### config.mk
export PLATFORM = sky130hd
export DESIGN_NAME = sum_4b_flat
export DESIGN_NICKNAME = d
export VERILOG_FILES = /design/src/rtl/sum_4b_if.sv /design/src/rtl/sum_4b.sv /design/src/flat_wrapper.sv
export SDC_FILE = /design/constraint.sdc
export NUM_CORES = 1
export LEC_CHECK = 0
export ABC_CLOCK_PERIOD_IN_PS = 800
export CORE_AREA = 2 2 39 41
export DETAILED_ROUTE_END_ITERATION = 16
export DIE_AREA = 0 0 41 43
export PLACE_DENSITY_LB_ADDON = 0.05
export SYNTH_ARGS = -nofsm -noshare
export SYNTH_HDL_FRONTEND = slang
export SYNTH_SLANG_ARGS = --single-unit
### constraint.sdc
create_clock -name clk -period 0.8 [get_ports clk]
set_input_delay 0.16 -clock clk [delete_from_list [all_inputs] [get_ports clk]]
set_output_delay 0.16 -clock clk [all_outputs]
set_load 0.005 [all_outputs]
### src/rtl/sum_4b_if.sv
// sum_4b_if: operand/result bundle for the sum_4b registered adder.
//   A, B  : 4-bit unsigned operands (driven by master)
//   Sum   : registered (A + B) mod 16 (driven by slave)
//   Cout  : registered carry out of bit 3 (driven by slave)
//   Ovf   : registered signed overflow, only with SUM_4B_OVF_EN defined
// Modports: master = operand source / result sink, slave = the adder.
interface sum_4b_if;
  logic [3:0] A;
  logic [3:0] B;
  logic [3:0] Sum;
  logic       Cout;
`ifdef SUM_4B_OVF_EN
  logic       Ovf;

  modport master (output A, output B, input Sum, input Cout, input Ovf);
  modport slave  (input A, input B, output Sum, output Cout, output Ovf);
`else
  modport master (output A, output B, input Sum, input Cout);
  modport slave  (input A, input B, output Sum, output Cout);
`endif
endinterface

### src/rtl/sum_4b.sv
// sum_4b: registered 4-bit unsigned ripple-carry adder.
// Four full-adder cells feed an output register that loads every clock;
// results appear one cycle after the operands are sampled.
// Ports:
//   clk  : rising-edge clock for the output register
//   rst  : asynchronous active-high reset, clears the outputs
//   bus  : sum_4b_if.slave (A, B in; Sum, Cout [, Ovf] out)
// Optional feature macro: SUM_4B_OVF_EN adds the registered signed
// overflow flag Ovf = c[4] ^ c[3].
module sum_4b (
  input  logic     clk,
  input  logic     rst,
  sum_4b_if.slave  bus
);

  logic [4:0] c;
  logic [3:0] s;
  logic [3:0] sum_d, sum_q;
  logic       cout_d, cout_q;

  // Ripple chain: carry of cell i feeds cell i+1, carry-in of cell 0 is 0.
  always_comb begin
    c    = '0;
    s    = '0;
    for (int i = 0; i < 4; i++) begin
      s[i]   = bus.A[i] ^ bus.B[i] ^ c[i];
      c[i+1] = (bus.A[i] & bus.B[i]) | (c[i] & (bus.A[i] ^ bus.B[i]));
    end
  end

  assign sum_d  = s;
  assign cout_d = c[4];

  always_ff @(posedge clk or posedge rst) begin
    if (rst) begin
      sum_q  <= 4'h0;
      cout_q <= 1'b0;
    end else begin
      sum_q  <= sum_d;
      cout_q <= cout_d;
    end
  end

  assign bus.Sum  = sum_q;
  assign bus.Cout = cout_q;

`ifdef SUM_4B_OVF_EN
  logic ovf_d, ovf_q;

  // Carry into the sign bit differing from carry out means the signed
  // result left the -8..7 range.
  assign ovf_d = c[4] ^ c[3];

  always_ff @(posedge clk or posedge rst) begin
    if (rst) begin
      ovf_q <= 1'b0;
    end else begin
      ovf_q <= ovf_d;
    end
  end

  assign bus.Ovf = ovf_q;
`endif

endmodule

### src/flat_wrapper.sv
// flat-port wrapper written by rule: the top's interface ports become plain ports
module sum_4b_flat 
  (clk, rst, bus_A, bus_B, bus_Sum, bus_Cout);
  sum_4b_if bus_i ();
  input  logic clk;
  input  logic rst;
  input wire logic [$bits(bus_i.A)-1:0] bus_A;
  input wire logic [$bits(bus_i.B)-1:0] bus_B;
  output wire logic [$bits(bus_i.Sum)-1:0] bus_Sum;
  output wire logic [$bits(bus_i.Cout)-1:0] bus_Cout;
  assign bus_i.A = bus_A;
  assign bus_i.B = bus_B;
  assign bus_Sum = bus_i.Sum;
  assign bus_Cout = bus_i.Cout;
  sum_4b u_core (.clk(clk), .rst(rst), .bus(bus_i));
endmodule
==> results of run 1 <==
registers in the layout (all words and copies together) (netlist names):
name and count:
u_core.bus.Sum 4, u_core.bus.Cout 1
critical path: stages:
cell,delay [ns]
buf_6,0.08
ha_4,0.12
inv_2,0.03
fa_2,0.32
inv_2,0.07
fa_2,0.19
inv_2,0.04
fa_1,0.47
inv_1,0.04
cell families after synthesis:
| logic type | share of synthesized area, % |
|---|---|
| buf+inv | 17.28 |
| flops | 52.36 |
| fa+ha+maj | 30.37 |
stage by stage:
step | TNS, ns | power (W) | instance area [sq um]
6_report | -1.604 | 0.0007302 | 410.4
5_1_grt | -1.858 | 0.0007967 | 410.4
4_1_cts | -1.867 | 0.0007509 | 419.2
3_5_place_dp | -5.075 | 0.0004888 | 416.7
3_3_place_gp | -5.027 | 0.0004853 | 416.7
2_1_floorplan | -1.796 | 0.0003573 | 256.5
worst max path at each step:
stage                                        endpoint  cells after the start
final                     u_core.bus.Sum[3]$_DFF_PP0_                      9
after global routing      u_core.bus.Sum[3]$_DFF_PP0_                      9
after CTS                 u_core.bus.Sum[3]$_DFF_PP0_                      9
after detailed placement  u_core.bus.Sum[3]$_DFF_PP0_                      9
after global placement    u_core.bus.Sum[3]$_DFF_PP0_                      9
after floorplan           u_core.bus.Sum[3]$_DFF_PP0_                      8
where the power goes:
group          leakage, nW  total (W)  internal, W  switching, W
sequential          0.0584   0.000296     0.000290    0.00000677
combinational        0.140   0.000145    0.0000837     0.0000613
clock               0.0150   0.000289     0.000188      0.000100
layer usage:
layer | global-route usage [%] | up-vias
met5 | 0 | -
met4 | 10.00 | 0
met3 | 1.571 | 2
met2 | 6.875 | 12
met1 | 4.967 | 73
li1 | - | 85
placed cells by master (no fill, tap or decap), drive strengths merged:
cell and n:
clkbuf 6, buf 7, clkdlybuf4s50 5, fa 3, ha 1, dfrtp 5, inv 11
timing repair:
action / CTS / global route
hold buffers: 0 / 0
pin swaps: 4 / 4
setup endpoints to repair: 9 / 9
buffers inserted: 0 / 0
endpoints found under the hold margin: 0 / 0
gates resized for setup: 35 / 4
cell type report:
cell class,count,share of cell area (%)
Sequential cell,5,30.49
Tap cell,16,4.878
Timing Repair Buffer,14,26.22
Clock buffer,4,6.402
Inverter,11,10.06
Multi-Input combinational cell,4,21.95
==> out/summary.txt, run 1 <==
status - finished, violations left
failing checks - setup timing
EDFF count, synth - 0
DRC viols - 0
Synth top area share - 52.36%
DR WL/cell - 6.833 um
final core utilization - 29.66%
HP Class - in -> async
endpoints failing setup - 8
f_max - 733.1 MHz
nets - 53
Worst-path clk slew - 0.04 ns
cts bufs inserted - 3
ant diodes - 0
Crit path required time - 0.93 ns
max cap viols - 0
CTS root buf - clkbuf_4
total gr overflow - 0
area of the multi-input gates - 90.09 sq um
TritonCTS sink count - 5
sequential cell area - 125.1 sq um
DIE AREA - 1763 sq um
syn_area_per_cell - 11.95 sq um
Total Routed Length - 369 um
port buffer count - 14
CP Max Fanout - 1
top_reg_cell synth - dfrtp_1
Slew headroom - 88.18%
P&R area growth vs syn - 71.73%
synthesized area - 239.0 sq um
clk buf depth - 2
DR pass1 iterations - 1
antenna violations before repair - 0
met2 WL - 178 um
Leak - 0.2129 nW
DP HPWL - 311.1 um
number of synthesis warnings - 0
share of layout cells above drive strength 1 - 52.63%
GRT Util Overall - 5.572%
Worst Tran Pin Value - 0.1771 ns
Vias - 172
Synth Net Count - 34
Initial Utilization - 17.27%
largest net degree at the start of global routing - 6
critical path class - in -> reg
mean number of vias per cell - 3.185
count leader, synth - inv_1
pre-CTS setup slack - -1.278 ns
Synth Instances - 20
site row count - 14
Synth area leader - dfrtp_1
Final Hold Viols - 0
met1 wire length - 127 um
Seq/Total Area, Yosys - 52.36%
FF+latch count, synth - 5
post-synth cell types - 4
Final Cycle Share - 170.5%
Final Max Slew Viols - 0
first-pass GRT wire length - 572 um
CP startpoint - bus_B[0]
Die Ht - 43 um
initial drt markers - 0
CTS tree - done
RSZ-0062 raised after global routing - yes
top sig layer - met4
fill count - 158
VDD IR max - 0.3176 mV
met3 routed WL - 47 um
startpoint types - primary input
Fin Hold WS - 0.1141 ns
core area - 1384 sq um
largest cells by area after synthesis - dfrtp_1 (52%), fa_1 (25%), inv_1 (17%)
DRT antenna net count - 0
CP arrival - 1.50 ns
crit end category - register
H-tree depth - 1
PD cells - 1779 nW/um^2
Placer Congestion - 0.5550
final cell count without fillers - 54
Die X - 41 um
minimum clock period - 1.364 ns
I/O Pins - 15
ys async rst share - 100.0%
number of global-route vias before repair - 164
dpl cells - 50
most common library cells after synthesis - inv_1 (11), dfrtp_1 (5), fa_1 (3)
fin worst setup slack - -0.5640 ns
No activity file was read; power rests on OpenSTA's default activity.
==> inputs of run 2 (changes only) <==
--- a/config.mk
+++ b/config.mk
@@ -7,6 +7,7 @@
 export LEC_CHECK = 0
 export ABC_CLOCK_PERIOD_IN_PS = 800
 export CORE_AREA = 2 2 39 41
+export CTS_BUF_LIST = sky130_fd_sc_hd__clkbuf_2 sky130_fd_sc_hd__clkbuf_4 sky130_fd_sc_hd__clkbuf_8
 export DETAILED_ROUTE_END_ITERATION = 16
 export DIE_AREA = 0 0 41 43
 export PLACE_DENSITY_LB_ADDON = 0.05
==> constraint.sdc (replaced) <==
create_clock -name clk -period 0.8 [get_ports clk]
set_input_delay 0.16 -clock clk [delete_from_list [all_inputs] [get_ports clk]]
set_output_delay 0.16 -clock clk [all_outputs]
set_load 0.02 [all_outputs]
==> run 2 against run 1 <==
- first-iteration DRC count stayed put
- wire length down 3.0%
- clock-buffer cell count unchanged
- worst setup slack worse by 0.0016 ns
- the flow still finishes with violations (setup timing)
- fmax decreased by 0.12%
- cell count is the same
- critical endpoint unchanged
- combinational power grew 59%
- core utilization grew 2.5 points
==> out/summary.txt, run 2 (same netlist as run 1, synthesis figures left out) <==
status - finished, violations left
failing checks - setup timing
met1 Resource Use GR - 5.298%
final cell count without fillers - 54
ant diodes - 0
GRT Util Overall - 5.674%
Slew headroom - 88.18%
nets - 53
hold-fix buffers at CTS - 0
Total Routed Length - 358 um
Final Max Slew Viols - 0
total gr overflow - 0
Placer Congestion - 0.5550
DIE AREA - 1763 sq um
H-tree depth - 1
Initial Utilization - 17.27%
site row count - 14
TritonCTS sink count - 5
CP arrival - 1.50 ns
DRT antenna net count - 0
minimum clock period - 1.366 ns
dpl cells - 50
Worst Tran Pin Value - 0.1771 ns
port buffer count - 14
CTS root buf - clkbuf_4
Vias - 174
GR Util met2 - 6.875%
mean number of vias per cell - 3.222
DR WL/cell - 6.630 um
final core utilization - 32.19%
GRT Max-Usage Layer - met4
share of layout cells above drive strength 1 - 55.26%
sequential cell area - 125.1 sq um
crit end category - register
CTS tree - done
area of the multi-input gates - 90.09 sq um
most common cell after layout, fill and taps aside - buf_6
met3 usage - 1.571%
PD cells - 1925 nW/um^2
largest net degree at the start of global routing - 6
commonest non-fill, non-tap cells in the layout - buf_6 (7), inv_1 (6), inv_2 (5), clkdlybuf4s50_1 (5), dfrtp_1 (5)
Final Cycle Share - 170.7%
core area - 1384 sq um
cts bufs inserted - 3
antenna violations before repair - 0
P&R area growth vs syn - 86.39%
fill count - 156
initial drt markers - 0
fin worst setup slack - -0.5656 ns
max reg flops - 4
I/O Pins - 15
Die X - 41 um
post-CTS setup buffers - 0
clk buf depth - 2
Leak - 0.2268 nW
DP HPWL - 311.1 um
HP Class - in -> async
VDD IR max - 0.3660 mV
Sum Neg Setup Slack - -1.734 ns
Final Hold Viols - 0
DR pass1 iterations - 1
startpoint types - primary input
Worst-path clk slew - 0.04 ns
critical path class - in -> reg
Die Ht - 43 um
f_max - 732.3 MHz
RSZ-0062 raised after global routing - yes
max cap viols - 0
DRC viols - 0
CP Max Fanout - 1
number of global-route vias before repair - 165
endpoints failing setup - 8
first-pass GRT wire length - 586 um
Crit path required time - 0.93 ns
-- run 2: metrics by stage --
stage                     hold slack (ns)  cell area [sq um]  setup slack (ns)  power [W]
after detailed placement           0.3687              416.7            -1.278  0.0005327
after global placement             0.3703              416.7            -1.276  0.0005291
after floorplan                  -0.06148              256.5           -0.6961  0.0004005
after CTS                          0.1167              454.2           -0.6328  0.0008781
final                              0.1152              445.4           -0.5656  0.0008576
after global routing               0.1141              445.4           -0.5933  0.0009329
-- run 2: cell type report --
cell class	count	share of cell area (%)
timing repair buffer	14	31.18
sequential	5	28.09
multi-input combinational	4	20.22
inverter	11	9.270
clock buffer	4	6.742
tap	16	4.494
-- run 2: where the power goes --
group | switching (W) | internal [W] | total, W
Sequential | 0.0000155 | 0.000290 | 0.000306
Clock | 0.0000985 | 0.000222 | 0.000321
Combinational | 0.000103 | 0.000128 | 0.000231
Total | 0.000218 | 0.000640 | 0.000858
-- run 2: worst paths after layout --
| kind | from | endpoint | slack, ns |
|---|---|---|---|
| hold / removal | rst | u_core.bus.Sum[2]$_DFF_PP0_ | 0.12 |
| setup / recovery | bus_B[0] | u_core.bus.Sum[3]$_DFF_PP0_ | -0.57 |
| min in group clk | bus_A[0] | u_core.bus.Sum[0]$_DFF_PP0_ | 0.13 |
| max in group asynchronous | rst | u_core.bus.Cout$_DFF_PP0_ | 0.52 |
-- run 2: critical path: stages --
cell and delay (ns):
buf_6 0.08, ha_4 0.12, inv_2 0.03, fa_2 0.32
inv_2 0.07, fa_2 0.19, inv_2 0.04, fa_1 0.47
inv_1 0.04
-- run 2: repair_timing --
| item | 4_1_cts | 5_1_grt |
|---|---|---|
| pin swaps | 4 | 4 |
| gates resized for setup | 45 | 4 |
| endpoints found under the setup margin | 9 | 9 |
-- run 2: routing by layer --
| metal | vias up | routed length (um) |
|---|---|---|
| met2 | 12 | 177 |
| met5 | - | 0 |
| met1 | 74 | 127 |
| met3 | 2 | 38 |
| met4 | 0 | 14 |
| li1 | 86 | - |
